===== src/rtl/alarma_pkg.sv =====
// alarma_pkg: shared state encoding and default parameters of the countdown alarm timer
package alarma_pkg;
  typedef enum logic [1:0] {IDLE, NUMARA, SUNA} stare_t;
  localparam int PRESCALE_DEF   = 50_000_000;
  localparam int CNT_W_DEF      = 16;
  localparam int RING_SEC_DEF   = 10;
  localparam int DEB_CYCLES_DEF = 500_000;
endpackage


===== src/rtl/temporizator_alarma_if.sv =====
// temporizator_alarma_if: control/status bundle between the front panel and the alarm timer
interface temporizator_alarma_if #(parameter int CNT_W = alarma_pkg::CNT_W_DEF);
  logic             start;
  logic [CNT_W-1:0] durata;
  logic             oprire;
  logic             semnal;
  logic             activ;
  logic [CNT_W-1:0] ramas;
  logic             gata;
  modport master (output start, durata, oprire, input semnal, activ, ramas, gata);
  modport slave  (input start, durata, oprire, output semnal, activ, ramas, gata);
endinterface


===== src/rtl/debounce_buton.sv =====
// debounce_buton: synchronizes a raw button, accepts a level after DEB_CYCLES stable cycles, pulses on press
module debounce_buton
  import alarma_pkg::*;
#(
  parameter int DEB_CYCLES = DEB_CYCLES_DEF
) (
  input  logic clock,
  input  logic reset,
  input  logic in,
  output logic nivel,
  output logic apasat
);
  localparam int DW = $clog2(DEB_CYCLES + 1);
  localparam logic [DW-1:0] DEB_MAX = DW'(DEB_CYCLES - 1);
  logic s1_q, s2_q, nivel_q, apasat_q;
  logic [DW-1:0] cnt_q;
  logic schimba, accept;
  assign schimba = s2_q != nivel_q;
  assign accept  = schimba && (cnt_q == DEB_MAX);
  always_ff @(posedge clock or posedge reset) begin
    if (reset) begin
      s1_q     <= 1'b0;
      s2_q     <= 1'b0;
      nivel_q  <= 1'b0;
      apasat_q <= 1'b0;
      cnt_q    <= '0;
    end else begin
      s1_q     <= in;
      s2_q     <= s1_q;
      cnt_q    <= (schimba && !accept) ? cnt_q + 1'b1 : '0;
      nivel_q  <= accept ? s2_q : nivel_q;
      apasat_q <= accept && s2_q;
    end
  end
  assign nivel  = nivel_q;
  assign apasat = apasat_q;
endmodule


===== src/rtl/temporizator_alarma.sv =====
// temporizator_alarma: countdown on a prescaled second tick, then ring request for RING_SEC ticks
module temporizator_alarma
  import alarma_pkg::*;
#(
  parameter int PRESCALE   = PRESCALE_DEF,
  parameter int CNT_W      = CNT_W_DEF,
  parameter int RING_SEC   = RING_SEC_DEF,
  parameter int DEB_CYCLES = DEB_CYCLES_DEF
) (
  input logic clock,
  input logic reset,
  temporizator_alarma_if.slave bus
);
  localparam int PW = $clog2(PRESCALE);
  localparam int RW = $clog2(RING_SEC + 1);
  localparam logic [PW-1:0] PRE_MAX   = PW'(PRESCALE - 1);
  localparam logic [RW-1:0] RING_INIT = RW'(RING_SEC);
  stare_t           stare_q;
  logic [CNT_W-1:0] ramas_q;
  logic             semnal_q, activ_q, gata_q;
  logic [PW-1:0]    pre_q;
  logic [RW-1:0]    ring_q;
  logic nivel, apasat, anulare, tick, incarca;
  debounce_buton #(.DEB_CYCLES(DEB_CYCLES)) u_deb (
    .clock  (clock),
    .reset  (reset),
    .in     (bus.oprire),
    .nivel  (nivel),
    .apasat (apasat)
  );
  assign anulare = apasat & nivel;
  assign tick    = (stare_q != IDLE) && (pre_q == PRE_MAX);
  assign incarca = bus.start && (bus.durata != '0);
  // Priority is cancel > reload > tick; the prescaler restarts on every state entry and reload
  always_ff @(posedge clock or posedge reset) begin
    if (reset) begin
      stare_q  <= IDLE;
      ramas_q  <= '0;
      semnal_q <= 1'b0;
      activ_q  <= 1'b0;
      gata_q   <= 1'b0;
      pre_q    <= '0;
      ring_q   <= '0;
    end else begin
      gata_q <= 1'b0;
      pre_q  <= (stare_q == IDLE || tick || anulare || (stare_q == NUMARA && incarca)) ? '0 : pre_q + 1'b1;
      case (stare_q)
        IDLE: if (incarca) begin
          stare_q <= NUMARA;
          ramas_q <= bus.durata;
          activ_q <= 1'b1;
        end
        NUMARA: if (anulare) begin
          stare_q <= IDLE;
          ramas_q <= '0;
          activ_q <= 1'b0;
        end else if (incarca) begin
          ramas_q <= bus.durata;
        end else if (tick) begin
          if (ramas_q > CNT_W'(1)) ramas_q <= ramas_q - 1'b1;
          else begin
            ramas_q  <= '0;
            stare_q  <= SUNA;
            semnal_q <= 1'b1;
            ring_q   <= RING_INIT;
          end
        end
        SUNA: if (anulare) begin
          stare_q  <= IDLE;
          semnal_q <= 1'b0;
          activ_q  <= 1'b0;
          ring_q   <= '0;
        end else if (tick) begin
          if (ring_q == RW'(1)) begin
            stare_q  <= IDLE;
            semnal_q <= 1'b0;
            activ_q  <= 1'b0;
            gata_q   <= 1'b1;
            ring_q   <= '0;
          end else ring_q <= ring_q - 1'b1;
        end
        default: stare_q <= IDLE;
      endcase
    end
  end
  assign bus.semnal = semnal_q;
  assign bus.activ  = activ_q;
  assign bus.ramas  = ramas_q;
  assign bus.gata   = gata_q;
endmodule


===== src/flat_wrapper.sv =====
// flat-port wrapper written by rule: the top's interface ports become plain ports
module temporizator_alarma_flat import alarma_pkg::*;
#(
  parameter int PRESCALE   = PRESCALE_DEF,
  parameter int CNT_W      = CNT_W_DEF,
  parameter int RING_SEC   = RING_SEC_DEF,
  parameter int DEB_CYCLES = DEB_CYCLES_DEF
)
  (clock, reset, bus_start, bus_durata, bus_oprire, bus_semnal, bus_activ, bus_ramas, bus_gata);
  temporizator_alarma_if #(.CNT_W(CNT_W)) bus_i ();
  input logic clock;
  input logic reset;
  input wire logic [$bits(bus_i.start)-1:0] bus_start;
  input wire logic [$bits(bus_i.durata)-1:0] bus_durata;
  input wire logic [$bits(bus_i.oprire)-1:0] bus_oprire;
  output wire logic [$bits(bus_i.semnal)-1:0] bus_semnal;
  output wire logic [$bits(bus_i.activ)-1:0] bus_activ;
  output wire logic [$bits(bus_i.ramas)-1:0] bus_ramas;
  output wire logic [$bits(bus_i.gata)-1:0] bus_gata;
  assign bus_i.start = bus_start;
  assign bus_i.durata = bus_durata;
  assign bus_i.oprire = bus_oprire;
  assign bus_semnal = bus_i.semnal;
  assign bus_activ = bus_i.activ;
  assign bus_ramas = bus_i.ramas;
  assign bus_gata = bus_i.gata;
  temporizator_alarma #(.PRESCALE(PRESCALE), .CNT_W(CNT_W), .RING_SEC(RING_SEC), .DEB_CYCLES(DEB_CYCLES)) u_core (.clock(clock), .reset(reset), .bus(bus_i));
endmodule

===== config.mk =====
export PLATFORM = sky130hd
export DESIGN_NAME = temporizator_alarma_flat
export DESIGN_NICKNAME = d
export VERILOG_FILES = /design/src/rtl/alarma_pkg.sv /design/src/rtl/temporizator_alarma_if.sv /design/src/rtl/debounce_buton.sv /design/src/rtl/temporizator_alarma.sv /design/src/flat_wrapper.sv
export SDC_FILE = /design/constraint.sdc
export NUM_CORES = 1
export LEC_CHECK = 0
export ABC_AREA = 0
export BUFFER_PORTS_ARGS = -buffer_cell sky130_fd_sc_hd__buf_2
export CAP_MARGIN = 10
export CORE_MARGIN = 1.5
export CORE_UTILIZATION = 45
export CTS_CLUSTER_SIZE = 8
export DETAILED_ROUTE_END_ITERATION = 6
export PLACE_DENSITY_LB_ADDON = 0.05
export SLEW_MARGIN = 30
export SYNTH_ARGS = -nofsm -noshare
export SYNTH_HDL_FRONTEND = slang
export SYNTH_SLANG_ARGS = --single-unit

===== constraint.sdc =====
create_clock -name clock -period 6 [get_ports clock]
set_input_delay 0.9 -clock clock [delete_from_list [all_inputs] [get_ports clock]]
set_output_delay 0.9 -clock clock [all_outputs]
set_load 0.02 [all_outputs]

* After elaboration in Yosys (flattened, before gate mapping)
Index checks and enable logic that the tools add are counted.
** Word-level totals
- Output and inout port bits :: 19
- Bits of input ports :: 20
- Register bits after elaboration :: 74
** Operators by class
- Reduce and logical (&&, ||, !) cells :: 21
- Magnitude comparators :: 1
- Multiplexer cells :: 40
- Add/sub/neg operators :: 4
- Bitwise logic cells :: 1
- Equality and inequality tests :: 18
** Operators with widths (count)
- $mux W16 :: 5
- $pmux W16 S2 :: 1
- $mux W4 :: 7
- $add A26 B1 Y26 const B :: 1
- $eq A26 B26 Y1 const B :: 1
- $mux W26 :: 1
- $add A19 B1 Y19 const B :: 1
- $eq A19 B19 Y1 const B :: 1
- $mux W19 :: 1
- $gt A16 B1 Y1 const B :: 1
- $mux W2 :: 8
- $reduce_bool A16 Y1 :: 1
- $sub A16 B1 Y16 const B :: 1
- $mux W1 :: 13
- $reduce_and A6 Y1 :: 2
- $ne A3 B1 Y1 const B :: 3
- $pmux W4 S2 :: 1
- $reduce_and A7 Y1 :: 1
- $logic_and A1 B1 Y1 :: 6
- $ne A2 B1 Y1 const B :: 3
- $ne A2 B2 Y1 const B :: 3
- $ne A3 B2 Y1 const B :: 2
- $pmux W2 S3 :: 1
- $reduce_bool A2 Y1 :: 3
- other kinds (15) :: 17

* Depth between registers and ports, before layout
Gate-level depths: netlist of the first run.
- Depth in word-level cells :: 6
- Mapped depth :: 9
- Depth with buffers taken out :: 8

* Hierarchy
Synthesis of the first run repeated with hierarchy kept, for this count alone.
** Second synthesis, totals
- Cell total of the unflattened synthesis :: 447
- Area total of the unflattened synthesis :: 4111.4 um^2
** Modules (own cells, without submodules)
- temporizator_alarma :: times used 1, sequential area each 1276.2 um^2, cells each 339, area an instance 3005.4 um^2
- debounce_buton :: times used 1, sequential area each 575.6 um^2, cells each 108, area an instance 1106.1 um^2

* Worst setup path after synthesis of the first run
Ideal clock, no wire load.
- Kind :: input -> register
- Start :: input bus_durata[1]
- End :: register u_core.ring_q[3]
- Stages :: 7
- Data required time :: 5877 ps
- Library setup time :: 123 ps
- Buffers on the path :: 1
- Arrival :: 2851 ps
- Setup slack :: 3026 ps
- Cell sequence :: or4_1 -> o41a_1 -> o32a_1 -> or2_1 -> buf_2 -> o21ai_1 -> o21ai_1
** On the way
- Cells in the longest elaborated chain, start to end :: 4
** RTL lines
- start, declared :: RTL line flat_wrapper.sv:14 : input wire logic [$bits(bus_i.durata)-1:0] bus_durata;
- $reduce_bool A16 Y1 :: RTL line temporizator_alarma.sv:33 : assign incarca = bus.start && (bus.durata != '0);
- $logic_and A1 B1 Y1 :: RTL line temporizator_alarma.sv:33
- $ne A2 B2 Y1 (no source line)
- $reduce_and A6 Y1 (no source line)
- end signal, assigned :: RTL line temporizator_alarma.sv:80 : end else ring_q <= ring_q - 1'b1;
- end, declared :: RTL line temporizator_alarma.sv:22 : logic [RW-1:0] ring_q;
Every way passes these cells.
A chain may end at the register's enable or synchronous reset.

* Worst setup path after layout of the first run
- Start :: input bus_durata[1]
- End :: register u_core.ramas_q[0] (netlist: u_core.bus.ramas[0])
** On the way
- Cells in the longest elaborated chain, start to end :: 5
- Elaborated cells between the ends (all ways) :: 8
- Those cells by class :: eq/ne (2); mux (3); reduce/logical (3)
** RTL lines
- $reduce_bool A16 Y1 (*) :: RTL line temporizator_alarma.sv:33
- $logic_and A1 B1 Y1 (*) :: RTL line temporizator_alarma.sv:33
- $mux W16 :: RTL line temporizator_alarma.sv:57 : end else if (incarca) begin
- $mux W16 :: RTL line temporizator_alarma.sv:53 : NUMARA: if (anulare) begin
- $pmux W16 S2 :: RTL line temporizator_alarma.sv:47 : case (stare_q)
- end signal, assigned :: RTL line temporizator_alarma.sv:50 : ramas_q <= bus.durata;
- end signal, assigned :: RTL line temporizator_alarma.sv:58 : ramas_q <= bus.durata;
- end signal, assigned :: RTL line temporizator_alarma.sv:60 : if (ramas_q > CNT_W'(1)) ramas_q <= ramas_q - 1'b1;
- end, declared :: RTL line temporizator_alarma.sv:19 : logic [CNT_W-1:0] ramas_q;
Mark *: on every way between the ends. The rest lies on a longest branch, timed or not.

==> results of run 1 <==
==> worst reg2reg max path, stage by stage, from the launching register on <==
cell and delay, ns:
dfrtp_1 0.42, nor4_1 0.61, or4b_1 0.57, o211ai_1 0.41, buf_4 0.32, nor2b_1 0.11, a22oi_1 0.19, o21ai_0 0.10
==> layout by cell type (no fill, tap or decap), drive strengths merged, types with 3 or more instances in the layout <==
| master | count |
|---|---|
| a21oi | 18 |
| a22oi | 6 |
| and2 | 4 |
| and3 | 6 |
| buf | 41 |
| clkbuf | 9 |
| clkinvlp | 3 |
| dfrtp | 74 |
| ha | 10 |
| inv | 19 |
| nand2 | 24 |
| nand3 | 23 |
| nand4 | 7 |
| nor2 | 82 |
| nor2b | 3 |
| nor3 | 19 |
| nor4 | 9 |
| o21ai | 35 |
| or3 | 4 |
| or4 | 7 |
| xnor2 | 22 |
| xor2 | 19 |
==> cells in the mapped netlist (7+ instances only) <==
master	count
a21oi_1	18
clkbuf_1	10
dfrtp_1	74
ha_1	10
inv_1	18
nand2_1	24
nand3_1	23
nand4_1	7
nor2_1	82
nor3_1	18
nor4_1	9
o21ai_0	29
xnor2_1	22
xor2_1	19
==> metal layers <==
layer | GRT usage | part of all wire | vias to the layer above | wire, um
li1 | - | - | 1610 | -
met1 | 0.268 | 0.49 | 1566 | 4140
met2 | 0.294 | 0.47 | 57 | 3960
met3 | 0.0520 | 0.035 | 8 | 295
met4 | 0.0635 | 0.011 | 0 | 96
met5 | 0 | 0 | - | 0
==> registers in the layout, indices dropped and copies added, names as in the netlist <==
name	cells
u_core.u_deb.s1_q	1
u_core.u_deb.cnt_q	19
u_core.pre_q	26
u_core.u_deb.s2_q	1
u_core.bus.semnal	1
u_core.bus.activ	1
u_core.u_deb.apasat	1
u_core.bus.ramas	16
u_core.bus.gata	1
u_core.u_deb.nivel	1
u_core.stare_q	2
u_core.ring_q	4
==> per-stage QoR <==
step           total power [mW]  hold slack (ns)  setup slack [ns]
2_1_floorplan             0.628            0.331              3.03
3_3_place_gp              0.673            0.334              2.57
3_5_place_dp              0.675            0.336              2.55
4_1_cts                    1.07            0.357              2.93
5_1_grt                    1.12            0.379              2.74
6_report                   1.06            0.355              2.90
==> final cells by class <==
class	instances	area, um^2	area share
clock buffer	9	124	0.0277
clock inverter	7	78.8	0.0176
inverter	18	67.6	0.0151
multi-input combinational	333	1990	0.446
sequential	74	1850	0.415
tap	108	135	0.0303
timing repair buffer	41	216	0.0485
==> power breakdown <==
group | internal, mW | leakage, nW | total, mW | switching [mW]
Clock | 0.195 | 0.0921 | 0.394 | 0.199
Sequential | 0.517 | 0.964 | 0.541 | 0.0238
Combinational | 0.0408 | 0.815 | 0.122 | 0.0814
Total | 0.753 | 1.87 | 1.06 | 0.304
==> cell families after synthesis <==
| logic type | synth area share |
|---|---|
| AND/OR/NAND/NOR | 0.252 |
| AO/OA/AOI/OAI | 0.124 |
| flip-flops | 0.467 |
| buffers and inverters | 0.0315 |
| adder cells (fa/ha/maj) | 0.0315 |
| XOR/XNOR | 0.0905 |
| multiplexers | 0.00284 |
==> how the worst min path moves through the flow <==
stage / to / slack [ns] / cells after the start
finish: u_core.u_deb.s2_q / 0.36 / 0
CTS: u_core.u_deb.s2_q / 0.36 / 0
detailed placement: u_core.u_deb.s2_q / 0.34 / 0
global route: u_core.u_deb.s2_q / 0.38 / 0
global placement: u_core.u_deb.s2_q / 0.33 / 0
floorplan: u_core.u_deb.s2_q / 0.33 / 0
==> metrics, run 1 <==
fmax=0.323 GHz; Layout Nets=507; hold_buf cts=0; worst hold path type=reg -> reg; # rows=34; most common flop cell mapped by yosys=dfrtp_1; antenna viol nets, final=0; max_cap viols=0; via/cell ratio=5.49; gr usage total=0.193; FILL cells=849; Slew Viols, Final=0; Buffers & Inverters on Critical Path=2; CP peak stage delay=0.73 ns; Fin. Hold Viols=0; Post-route DRC=0; total iterations of the first detailed-routing run=5; DR WL/cell=14.4 um; startpoint types=input pin; number of I/O pins=39; Synth async-reset ratio=1.00; synth top area cells=dfrtp_1, nor2_1, xnor2_1, xor2_1, o21ai_0; Inst Count DP=574; clock latency on the worst-skew pair=0.35 ns; DR iter-0 viols=143; Final Skew=0.0116 ns; CTS tree=yes; Post-synth EDFFs=0; syn_area_per_cell=9.03 um^2; synthesized flop and latch total=74; first-pass GRT wire length=14,900 um; largest net degree at the start of global routing=75; CP max FO=18; Layout Cells excl Fill=590; WP data arrival=3.38 ns; register clock-pin slew on the reported worst setup and hold paths=0.09 ns; run status=finished, final reports clean; P per Cell Area=237 mW/mm^2; worst path cell trace=buf_2 > or4_1 > o41a_1 > o31ai_2 > buf_4 > a221oi_1 > a21oi_1; worst setup path endpoint=u_core.bus.ramas[0]; RePlAce Congestion=0.828; CTS resizes=0; measured slew at the worst slew-check pin=0.882 ns; sequential fraction of the synthesis area=0.467; # setup viols final=0; CP required=6.28 ns; layout cells sized above 1=0.137; Synth area leader=dfrtp_1; area delta synth->final=12.6%; Leak=1.87 nW; Yosys cell types=52; CP delay by family, top=compound AO/OA/AOI/OAI gates; Final HPWL DP=5940 um; full die area=0.00939 mm^2; Critical Path Source=bus_durata[1]; RSZ-0062 raised after global routing=no; clock root buffer=clkbuf_8; initial antenna violation count=0; # diodes=0; TritonCTS buffer count=9; crit path kind=in -> reg; Post-Synthesis Net Count=469; ratio of final minimum period to clock period=0.517; critical hold path startpoint=u_core.u_deb.s1_q; post-route cell area=0.00447 mm^2; Die Y=96.9 um; crit path max-delay cell type=o31ai_2; reg2reg path depth=7; die outline width=96.9 um; Crit. End Element=register; Rel. slew slack=0.407; Yosys top cell area share=0.467; H-tree Lvls=3; Initial Util=0.459; R2R Path End=u_core.bus.ramas[13]; placed cell area=0.00426 mm^2; synthesized instance count=439; Core Area=0.00864 mm^2; Setup TNS Final=0 ns; Clock Sinks=74; final wirelength=8490 um; Max clock buf depth=2; port bufs=38; Warnings, synthesis=0; number of global-route vias before repair=3,130; Stages on worst setup path=7; worst vdd ir=100 uV; fin util=0.517; synthesized area=0.00397 mm^2; DR vias=3,241; setup bufs post-CTS=0; reg-to-reg setup timing slack=3.15 ns; grt ovf=0; RR Startpoint=u_core.bus.ramas[12]; Tmin final=3.10 ns
Power figures use the tool's default switching activity.
==> run 2, diff against run 1 <==
==> constraint.sdc (replaced) <==
create_clock -name clock -period 2.5 [get_ports clock]
set_input_delay 0.375 -clock clock [delete_from_list [all_inputs] [get_ports clock]]
set_output_delay 0.375 -clock clock [all_outputs]
set_load 0.02 [all_outputs]
==> run 2 against run 1 <==
First-iteration DRC count fell by 45%. Via count rose by 3.3%. Worst hold slack got worse by 0.26 ns. Register-to-register slack got worse by 3.1 ns. Worst setup slack got worse by 2.8 ns. Final area rose by 9.3%. Flip-flop and latch count did not move. Critical endpoint is now u_core.ring_q[2].
==> metrics, run 2 (synthesized netlist as in run 1, its figures left out) <==
H-tree Lvls=3 (unchanged); Fin. Hold Viols=0 (unchanged); ratio of final minimum period to clock period=0.976; first-pass GRT wire length=15,400 um (+3.5%); Rel. slew slack=0.500 (+0.0935); Slew Viols, Final=0 (unchanged); Core Area=0.00864 mm^2 (unchanged); initial antenna violation count=0 (unchanged); most common cell after layout, fill and taps aside=nor2_1; Die Y=96.9 um (unchanged); register clock-pin slew on the reported worst setup and hold paths=0.08 ns (about the same); die outline width=96.9 um (unchanged); R2R Path End=u_core.ring_q[2]; number of global-route vias before repair=3,192 (+2.0%); measured slew at the worst slew-check pin=0.743 ns (-0.139 ns); RSZ-0062 raised after global routing=yes; Crit. End Element=register; largest net degree at the start of global routing=75 (unchanged); final wirelength=8880 um (+4.5%); number of I/O pins=39 (unchanged); reg-to-reg setup timing slack=0.06 ns (-3.09 ns); Tmin final=2.44 ns; reg2reg path depth=6 (-1); area delta synth->final=23.1%; full die area=0.00939 mm^2 (unchanged); via/cell ratio=5.32 (-3.1%); CTS tree=yes; RR Startpoint=u_core.bus.ramas[3]; gr usage total=0.196 (+0.00312); Final Skew=0.0105 ns (-0.00106 ns); run status=finished, final reports clean; DR vias=3,349 (+3.3%); worst vdd ir=276 uV (+170%); CP max FO=5 (-13); Tot Pwr=2.61 mW (+150%); hold_buf cts=0 (unchanged); max_cap viols=0 (unchanged); Reg with most FFs=u_core.pre_q; total iterations of the first detailed-routing run=4 (-1); FILL cells=799 (-5.9%); Post-route DRC=0 (unchanged); worst hold path type=in -> async; crit path kind=reg -> reg; clock latency on the worst-skew pair=0.34 ns (about the same); # rows=34 (unchanged); layout cells sized above 1=0.225 (+0.0876); P per Cell Area=534 mW/mm^2 (+130%); # setup viols final=0 (unchanged); Initial Util=0.459 (unchanged); most frequent cells in the layout=nor2_1, dfrtp_1, buf_2; CP required=2.74 ns (-3.54 ns); Setup TNS Final=0 ns (unchanged); RePlAce Congestion=0.854 (+3.1%); TritonCTS buffer count=9 (unchanged); startpoint types=register; Inst Count DP=608 (+5.9%); worst setup margin=0.0611 ns (-2.84 ns); Leak=2.09 nW (+12%); Hold WS=0.0969 ns (-0.258 ns); max FFs per register=26 (unchanged); DR WL/cell=14.1 um (-1.9%); # diodes=0 (unchanged); Setup WS pre-CTS=-0.193 ns (-2.74 ns); DR iter-0 viols=79 (-45%); fmax=0.410 GHz; Layout Nets=546 (+7.7%); port bufs=38 (unchanged); grt ovf=0 (unchanged); antenna viol nets, final=0 (unchanged); Clock Sinks=74 (unchanged); Layout Cells excl Fill=629 (+6.6%); WP data arrival=2.68 ns (-0.70 ns); Max clock buf depth=2 (unchanged); clock root buffer=clkbuf_8; Final HPWL DP=6210 um (+4.6%)
-- run 2: stage by stage --
stage / area, um^2 / util
4_1_cts: 4780 / 0.554
3_5_place_dp: 4560 / 0.528
2_1_floorplan: 3970 / -
5_1_grt: 4880 / 0.565
6_report: 4880 / 0.565
3_3_place_gp: 4560 / 0.528
-- run 2: how the worst max path moves through the flow --
stage               slack (ns)  cells past startpoint                  end                start
floorplan                0.006                      7     u_core.ring_q[3]  u_core.bus.ramas[7]
global placement         -0.14                      7     u_core.ring_q[3]       bus_durata[10]
detailed placement       -0.19                      7     u_core.ring_q[2]       bus_durata[10]
CTS                      0.005                      6     u_core.ring_q[2]  u_core.bus.ramas[3]
global route             -0.09                      8  u_core.bus.ramas[2]  u_core.bus.ramas[3]
finish                    0.06                      6     u_core.ring_q[2]  u_core.bus.ramas[3]
-- run 2: final cells by class --
| class | instances | area, um^2 | share of cell area |
|---|---|---|---|
| repair buffers | 79 | 561 | 0.115 |
| clock inverters | 6 | 67.6 | 0.0138 |
| flip-flops and latches | 74 | 1850 | 0.380 |
| well taps | 108 | 135 | 0.0277 |
| multi-input cells | 334 | 2070 | 0.424 |
| clock buffers | 10 | 128 | 0.0261 |
| inverters | 18 | 67.6 | 0.0138 |
-- run 2: timing repair --
item                                    in CTS  in global routing
gates resized for setup                      2                 31
buffers inserted                             1                  3
endpoints found under the setup margin      11                 15
pin swaps                                    0                  9
cloned                                       0                  1
-- run 2: critical path, cell delays in order (launching register included) --
cell and delay (ns):
dfrtp_1 0.43, or4_1 0.51, or4b_4 0.52, o32a_1 0.40, or2_4 0.28, o21ai_2 0.12
o21ai_1 0.07
-- run 2: report_power, final --
part	switching, mW	internal [mW]
Combinational	0.234	0.160
Sequential	0.0458	1.24
Clock	0.462	0.463
-- run 2: per-layer routing --
layer	GRT usage	routed length (um)	up-vias
li1	-	-	1690
met1	0.288	4510	1605
met2	0.302	4070	50
met3	0.0340	254	4
met4	0.0502	41	0
met5	0	0	-
==> run 3, diff against run 2 <==
--- a/config.mk
+++ b/config.mk
@@ -8,7 +8,6 @@
 export ABC_AREA = 0
 export BUFFER_PORTS_ARGS = -buffer_cell sky130_fd_sc_hd__buf_2
 export CAP_MARGIN = 10
-export CORE_MARGIN = 1.5
 export CORE_UTILIZATION = 45
 export CTS_CLUSTER_SIZE = 8
 export DETAILED_ROUTE_END_ITERATION = 6
==> constraint.sdc (replaced) <==
create_clock -name clock -period 3 [get_ports clock]
set_input_delay 0.45 -clock clock [delete_from_list [all_inputs] [get_ports clock]]
set_output_delay 0.45 -clock clock [all_outputs]
set_load 0.02 [all_outputs]
==> run 3 against run 2 <==
Maximum frequency decreased by 7.7%. Sequential power decreased by 16%. Via count decreased by 3.2%. Sequential share of layout area increased by 2.6 points. Die area shrank 2.1%.
==> metrics, run 3 (synthesized netlist as in run 1, its figures left out) <==
CTS tree=yes; Clock Sinks=74 (unchanged); most frequent cells in the layout=nor2_1, dfrtp_1, buf_2; worst hold path type=in -> async; full die area=0.00919 mm^2 (-2.1%); run status=finished, final reports clean; number of global-route vias before repair=3,030 (-5.1%); most common cell after layout, fill and taps aside=nor2_1; CTS resizes=0 (-2); RePlAce Congestion=0.822 (-3.8%); grt ovf=0 (unchanged); Fin. Hold Viols=0 (unchanged); Hold WS=0.148 ns (+0.0515 ns); setup bufs post-CTS=0 (-1); area of the multi-input gates=0.00199 mm^2 (-3.9%); initial antenna violation count=0 (unchanged); register area=0.00185 mm^2 (about the same); Layout Nets=516 (-5.5%); clock latency on the worst-skew pair=0.35 ns (about the same); measured slew at the worst slew-check pin=0.660 ns (-0.0828 ns); ratio of final minimum period to clock period=0.881 (-0.0943); TritonCTS buffer count=9 (unchanged); Leak=1.94 nW (-7.5%); Setup TNS Final=0 ns (unchanged); max_cap viols=0 (unchanged); FILL cells=793 (-0.75%); clock root buffer=clkbuf_8; WP data arrival=2.88 ns (+0.20 ns); fin util=0.545 (-0.0199); Setup WS pre-CTS=0.225 ns (+0.418 ns); Crit. End Element=register; first-pass GRT wire length=13,900 um (-9.5%); Initial Util=0.473 (+0.0139); # diodes=0 (unchanged); CP max FO=9 (+4); Final Skew=0.0139 ns (+0.00338 ns); port bufs=38 (unchanged); register clock-pin slew on the reported worst setup and hold paths=0.09 ns (about the same); fmax=0.378 GHz (-7.7%); via/cell ratio=5.44 (+2.2%); crit path kind=reg -> reg; final wirelength=8400 um (-5.4%); Post-route DRC=0 (unchanged); startpoint types=register; total iterations of the first detailed-routing run=4 (unchanged); P per Cell Area=486 mW/mm^2 (-9.0%); Tot Pwr=2.22 mW (-15%); hold_buf cts=0 (unchanged); Final HPWL DP=6040 um (-2.7%); worst vdd ir=289 uV (+4.9%); die outline width=95.9 um (-1.0%); DR WL/cell=14.1 um (-0.16%); Slew Viols, Final=0 (unchanged); layout cells sized above 1=0.151 (-0.0739); # setup viols final=0 (unchanged); H-tree Lvls=3 (unchanged); RSZ-0062 raised after global routing=no; max FFs per register=26 (unchanged); area delta synth->final=15.2%; CP required=3.23 ns (+0.49 ns); worst setup margin=0.356 ns (+0.295 ns); Tmin final=2.64 ns (+0.205 ns); DR vias=3,243 (-3.2%); Rel. slew slack=0.556 (+0.0557); Reg with most FFs=u_core.pre_q; gr usage total=0.197 (+0.000509); DR iter-0 viols=84 (+6.3%); # rows=33 (-2.9%); Core Area=0.00838 mm^2 (-2.9%); antenna viol nets, final=0 (unchanged); Max clock buf depth=2 (unchanged); Die Y=95.9 um (-1.0%); number of I/O pins=39 (unchanged); largest net degree at the start of global routing=49 (-35%)
==> run 3: changes by cell type in the layout (fill, tap and decap cells not counted), moves of 3 or more <==
cell     previous run  this run
a21oi_2             3         0
buf_12              5         2
o21ai_0            12        29
buf_4              36        10
o21ai_1            20         6
a21oi_1            15        18
o21ai_2             3         0
==> run 3: path summary, 6_finish.rpt <==
check                                     from                end  slack [ns]  cells after the start
min reg2reg                  u_core.u_deb.s1_q  u_core.u_deb.s2_q        0.35                      0
min                                      reset  u_core.u_deb.s1_q        0.15                      2
max in group asynchronous                reset    u_core.pre_q[8]        2.18                      3
max                        u_core.bus.ramas[2]   u_core.ring_q[3]        0.36                      6
min in group clock                  bus_oprire  u_core.u_deb.s1_q        0.20                      1
max reg2reg                u_core.bus.ramas[2]   u_core.ring_q[3]        0.36                      6
==> run 3: layout make-up <==
class / count / share of cell area
clock buffer: 9 / 0.0271
sequential: 74 / 0.405
timing repair buffer: 50 / 0.0668
multi-input combinational: 333 / 0.435
clock inverter: 7 / 0.0222
tap: 105 / 0.0287
inverter: 18 / 0.0148
==> run 3: report_power, final <==
group / switching, mW / internal [mW] / total, mW
Clock: 0.408 / 0.476 / 0.884
Sequential: 0.0446 / 1.03 / 1.08
Combinational: 0.168 / 0.0924 / 0.260
==> run 3: worst max-delay path, cell delays in order (launching register included) <==
cell and delay, ns:
dfrtp_1 0.46, or4_1 0.52, or4b_1 0.55, o32a_1 0.38
or2_1 0.36, o21ai_1 0.17, o21ai_1 0.07
==> run 3: per-stage QoR <==
| step | std cells | cell area, um^2 |
|---|---|---|
| after global routing | 596 | 4570 |
| final | 596 | 4570 |
| after detailed placement | 580 | 4350 |
| after floorplan | 439 | 3970 |
| after global placement | 580 | 4350 |
| after CTS | 596 | 4570 |
==> run 3: routing by layer <==
layer / GRT usage / share of wire / up-vias
met4: 0.0498 / 0.0088 / 0
li1: - / - / 1624
met2: 0.329 / 0.47 / 57
met3: 0.0482 / 0.037 / 9
met5: 0 / 0 / -
met1: 0.257 / 0.48 / 1553
